--- config.mk ---
export PLATFORM = sky130hd
export DESIGN_NAME = game_recharge
export DESIGN_NICKNAME = d
export VERILOG_FILES = /design/src/rtl/game_recharge.sv
export SDC_FILE = /design/constraint.sdc
export NUM_CORES = 1
export LEC_CHECK = 0
export ABC_CLOCK_PERIOD_IN_PS = 4250
export CAP_MARGIN = 0
export CORE_ASPECT_RATIO = 1.25
export CORE_MARGIN = 2
export CORE_UTILIZATION = 54
export CTS_CLUSTER_DIAMETER = 200
export CTS_CLUSTER_SIZE = 10
export DETAILED_ROUTE_END_ITERATION = 6
export PLACE_DENSITY = 0.9
export SLEW_MARGIN = 20
export SYNTH_ARGS = -nofsm -noshare
export SYNTH_HDL_FRONTEND = slang
export SYNTH_SLANG_ARGS = --single-unit
--- constraint.sdc ---
create_clock -name clk -period 4.25 [get_ports clk]
set_clock_uncertainty 0.15 [all_clocks]
set_input_delay 1.275 -clock clk [delete_from_list [all_inputs] [get_ports clk]]
set_output_delay 1.275 -clock clk [all_outputs]
set_load 0.05 [all_outputs]
--- src/rtl/game_recharge.sv ---
// game_recharge: coin top-up terminal that collects credit and loads it into the credit counter
// Refunds on cancel, inactivity timeout or counter-overflow excess.
module game_recharge #(
  parameter int MAX_CREDIT = 500,
  parameter int TIMEOUT    = 1000
) (
  input  logic       clk,
  input  logic       rst_n,
  input  logic       coin_valid_i,
  input  logic [1:0] coin_type_i,
  input  logic       confirm_i,
  input  logic       cancel_i,
  input  logic [9:0] remain_i,
  output logic [9:0] money_o,
  output logic       set_o,
  output logic [9:0] refund_o,
  output logic       refund_valid_o,
  output logic       coin_reject_o,
  output logic [9:0] credit_o,
  output logic       busy_o
);
  localparam int CW = $clog2(TIMEOUT);
  typedef enum logic [1:0] {IDLE, COLLECT, COMMIT, REFUND} state_t;
  state_t          state_q, state_d;
  logic [9:0]      credit_q, credit_d, money_q, money_d, refund_q, refund_d;
  logic            set_q, set_d, rv_q, rv_d, rej_q, rej_d;
  logic [CW-1:0]   cnt_q, cnt_d;
  logic [9:0]      value, room, excess;
  logic [10:0]     sum;
  logic            fits, take;
  always_comb begin
    value  = coin_type_i == 2'b00 ? 10'd1 : coin_type_i == 2'b01 ? 10'd5 :
             coin_type_i == 2'b10 ? 10'd10 : 10'd20;
    sum    = {1'b0, credit_q} + {1'b0, value};
    fits   = sum <= 11'(MAX_CREDIT);
    room   = 10'd1023 - remain_i;
    excess = credit_q - money_q;
  end
  always_comb begin
    state_d  = state_q;
    credit_d = credit_q;
    cnt_d    = '0;
    money_d  = '0;
    set_d    = 1'b0;
    refund_d = '0;
    rv_d     = 1'b0;
    take     = 1'b0;
    case (state_q)
      IDLE: begin
        take = coin_valid_i && fits;
        if (take) begin
          credit_d = sum[9:0];
          state_d  = COLLECT;
        end
      end
      COLLECT: begin
        if (cancel_i) begin
          state_d  = REFUND;
          refund_d = credit_q;
          rv_d     = 1'b1;
        end else if (confirm_i) begin
          // money is fixed here from the remain sampled at the confirm edge
          state_d = COMMIT;
          money_d = credit_q < room ? credit_q : room;
          set_d   = 1'b1;
        end else if (coin_valid_i && fits) begin
          take     = 1'b1;
          credit_d = sum[9:0];
        end else if (cnt_q == CW'(TIMEOUT - 1)) begin
          state_d  = REFUND;
          refund_d = credit_q;
          rv_d     = 1'b1;
        end else begin
          cnt_d = cnt_q + 1'b1;
        end
      end
      COMMIT: begin
        if (excess != 10'd0) begin
          state_d  = REFUND;
          refund_d = excess;
          rv_d     = 1'b1;
        end else begin
          state_d  = IDLE;
          credit_d = '0;
        end
      end
      default: begin
        state_d  = IDLE;
        credit_d = '0;
      end
    endcase
    rej_d = coin_valid_i && !take;
  end
  always_ff @(posedge clk or negedge rst_n) begin
    if (!rst_n) begin
      state_q  <= IDLE;
      credit_q <= '0;
      cnt_q    <= '0;
      money_q  <= '0;
      set_q    <= 1'b0;
      refund_q <= '0;
      rv_q     <= 1'b0;
      rej_q    <= 1'b0;
    end else begin
      state_q  <= state_d;
      credit_q <= credit_d;
      cnt_q    <= cnt_d;
      money_q  <= money_d;
      set_q    <= set_d;
      refund_q <= refund_d;
      rv_q     <= rv_d;
      rej_q    <= rej_d;
    end
  end
  assign money_o        = money_q;
  assign set_o          = set_q;
  assign refund_o       = refund_q;
  assign refund_valid_o = rv_q;
  assign coin_reject_o  = rej_q;
  assign credit_o       = credit_q;
  assign busy_o         = state_q != IDLE;
endmodule

==> metrics, run 1 <==
Tot GR Track Use 26.4%; post-synthesis adder-cell area fraction 11.3%; number of synthesized flops with an enable pin 0; CTS tree built; Die X-Extent 72.5 um; unrepaired setup endpoints after global routing false; synthesis-stage register bit count 45; Skew-Pair Late Insertion Delay 0.30 ns; ratio of cells with drive above 1 in the final layout 12.6%; DP Area 3870 um^2; die height 89.6 um; Reg power frac 25.2%; Mapped Cells 342; Switching Fraction 45.6%; Clock transition at path regs 0.08 ns; fmax 0.254 GHz; FP Rows 31; H-tree levels 2; I/O Buffers 50; Vias/cell 6.16; CTS sink count 45; Routed Antenna Nets 0; Pwr Density 541 nW/um^2; Initial Utilization 55.1%; nets@finish 458; DRT Pass-1 Iters 6; vias 2956; GP Congestion 0.890; final wirelength 8310 um; Async S/R FF share, synth 100%; Seq/Total Area, Yosys 35.6%; Yosys warning count 0; Final WS setup 0.320 ns; Overflow after GRT 0; fin. max-slew vios 0; Hold WC Path Type flop to flop; DR iter-0 viols 226; Max-cap violations 0; n_diodes 0; worst path arrival time 4.00 ns; clock buffer count from CTS 5; Logic pwr share 59.2%; WL/cell 17.3 um; most frequent cells in the layout clkdlybuf4s50_1, dfrtp_1, nor2_1; min Tclk post-route 3.93 ns; crit path capture type flop; Startpoint Class primary input; post-synthesis mux area share 0.632%; final worst-path cycle share 92.5%; P&R area growth vs syn 27.7%; post-synthesis simple-gate area fraction 19.6%; count of cell types in the netlist 56; Pint 0.00119 W; Setup CP Type primary input to flop; Max FO, Critical Path 6; vias in the first global route 2907; Core ar. 5740 um^2; most common library cell in the layout ignoring fill and taps clkdlybuf4s50_1; Synth Area in XOR/XNOR 4.98%; Clock Power Share 15.5%; min-delay src cnt_q[0]; Rel. slew slack 46.4%; Post-Syn Nets 387; Psw 0.000998 W; # DRC 0; most common flop cell mapped by yosys dfrtp_1; syn_area_per_cell 9.26 um^2; CP Launch Point coin_type_i[1]; dpl hpwl 6180 um; VDD IR max 272 uV; largest family of logic cells by synthesized area compound AO/OA/AOI/OAI gates; status finished, final reports clean; antenna violations before repair 0; die footprint 6490 um^2; IO Pins 51; setup violators final 0; first-pass GRT wire length 13500 um; largest net degree at the start of global routing 46; worst slew pin tran 0.805 ns; Root Driver clkbuf_8; clock tree buffer depth 2; Worst R2R Start credit_o[1]; Fin. Hold Viols 0; CP required 4.32 ns; Netlist Area Pre-Place 3170 um^2; leak pwr 1.80 nW; post-synthesis compound-gate area fraction 22.9%; pre-CTS WS -0.383 ns; Final Cell Area 4040 um^2
-- synthesized netlist by cell type, drive strengths merged (2+ instances only) --
master / count / area share [%]
a21o: 8 / 1.9
or4: 5 / 1.2
and3: 4 / 0.79
o21bai: 2 / 0.47
nand3b: 3 / 0.71
a221oi: 2 / 0.95
o211ai: 7 / 1.7
mux2i: 2 / 0.63
xnor2: 10 / 2.8
o21ai: 13 / 2.1
o211a: 2 / 0.63
a211oi: 15 / 3.7
nor2b: 5 / 0.99
nor4: 2 / 0.40
nand2b: 7 / 1.4
or2: 2 / 0.40
or3: 6 / 1.3
xor2: 8 / 2.2
clkbuf: 8 / 0.95
nand3: 10 / 1.6
dfrtp: 45 / 36
a41oi: 2 / 1.0
nand4b: 5 / 1.4
ha: 27 / 11
o2bb2ai: 6 / 1.7
a2bb2o: 2 / 0.63
nor2: 33 / 3.9
nand2: 19 / 2.3
and2: 6 / 1.3
buf: 5 / 1.1
nor3: 6 / 0.95
inv: 25 / 3.0
a31oi: 4 / 0.99
o21a: 7 / 1.7
a22o: 7 / 1.9
a21oi: 10 / 1.6
-- cells by family after synthesis --
logic type	after synthesis
simple gates	117
compound gates	94
flops	45
buf+inv	38
fa+ha+maj	28
xor+xnor	18
mux	2
-- area by class of cell --
cell class              count  area (um^2)
clock inverters             1         30.0
flip-flops and latches     45         1130
multi-input cells         259         1920
inverters                  25         93.8
fillers                   428         1700
well taps                  66         82.6
clock buffers               7         86.3
repair buffers             77          706
-- path summary, 6_finish.rpt --
path / endpoint / slack (ns) / cells past startpoint
hold reg to reg: cnt_q[0] / 0.32 / 1
hold / removal: cnt_q[0] / 0.32 / 1
setup reg to reg: refund_valid_o / 0.57 / 10
max in group asynchronous: credit_o[9] / 2.74 / 1
min in group asynchronous: money_o[8] / 0.83 / 1
setup / recovery: state_q[0] / 0.32 / 13
-- registers in the layout (all words and copies together), names as in the netlist --
name / cells
cnt_q: 10
coin_reject_o: 1
credit_o: 10
money_o: 10
refund_o: 10
refund_valid_o: 1
set_o: 1
state_q: 2
-- power by group through the flow --
stage	clock [W]	combinational [W]	sequential (W)
after floorplan	0	0.000688	0.000742
after global placement	0	0.00121	0.000554
after detailed placement	0	0.00125	0.000558
after CTS	0.000342	0.00127	0.000552
after global routing	0.000358	0.00141	0.000561
final	0.000340	0.00130	0.000552
-- timing repair --
item                                    4_1_cts  5_1_grt
pin swaps                                     1        2
endpoints found under the setup margin        6       22
gates resized for setup                       1        6
hold buffers                                  0        0
setup buffers                                 1        1
-- critical path, stage by stage --
cell and delay [ns]:
dlymetal6s2s_1 0.16, nor2b_4 0.14, xnor2_1 0.13, ha_1 0.25
o21a_1 0.19, o211a_1 0.21, a221oi_2 0.25, xnor2_1 0.21
a41oi_2 0.20, buf_4 0.20, or3_4 0.40, a21oi_2 0.17
mux2i_1 0.22
-- per-stage QoR --
step / total power, W / instances / hold WS, ns / utilization (%) / TNS [ns]
6_report: 0.00219 / 480 / 0.320 / 70.4 / 0
5_1_grt: 0.00233 / 480 / 0.362 / 70.4 / 0
4_1_cts: 0.00217 / 479 / 0.324 / 69.7 / 0
3_5_place_dp: 0.00181 / 470 / 0.312 / 67.5 / -6.69
3_3_place_gp: 0.00176 / 470 / 0.307 / 67.5 / -3.23
2_1_floorplan: 0.00143 / 342 / 0.298 / - / 0
-- routing by layer --
layer / vias to the layer above / global-route usage (%) / wire length (um)
li1: 1384 / - / -
met1: 1438 / 30.9 / 3270
met2: 104 / 48.5 / 4450
met3: 30 / 3.35 / 314
met4: 0 / 11.8 / 281
met5: - / 0 / 0
(Power assumes the default switching activity.)
==> run 2, diff against run 1 <==
--- a/config.mk
+++ b/config.mk
@@ -10,7 +10,7 @@
 export CORE_ASPECT_RATIO = 1.25
 export CORE_MARGIN = 2
 export CORE_UTILIZATION = 54
-export CTS_CLUSTER_DIAMETER = 200
+export CTS_CLUSTER_DIAMETER = 150
 export CTS_CLUSTER_SIZE = 10
 export DETAILED_ROUTE_END_ITERATION = 6
 export PLACE_DENSITY = 0.9
==> results of run 2 <==
Final layout, timing and power as in run 1 (identical DEF).
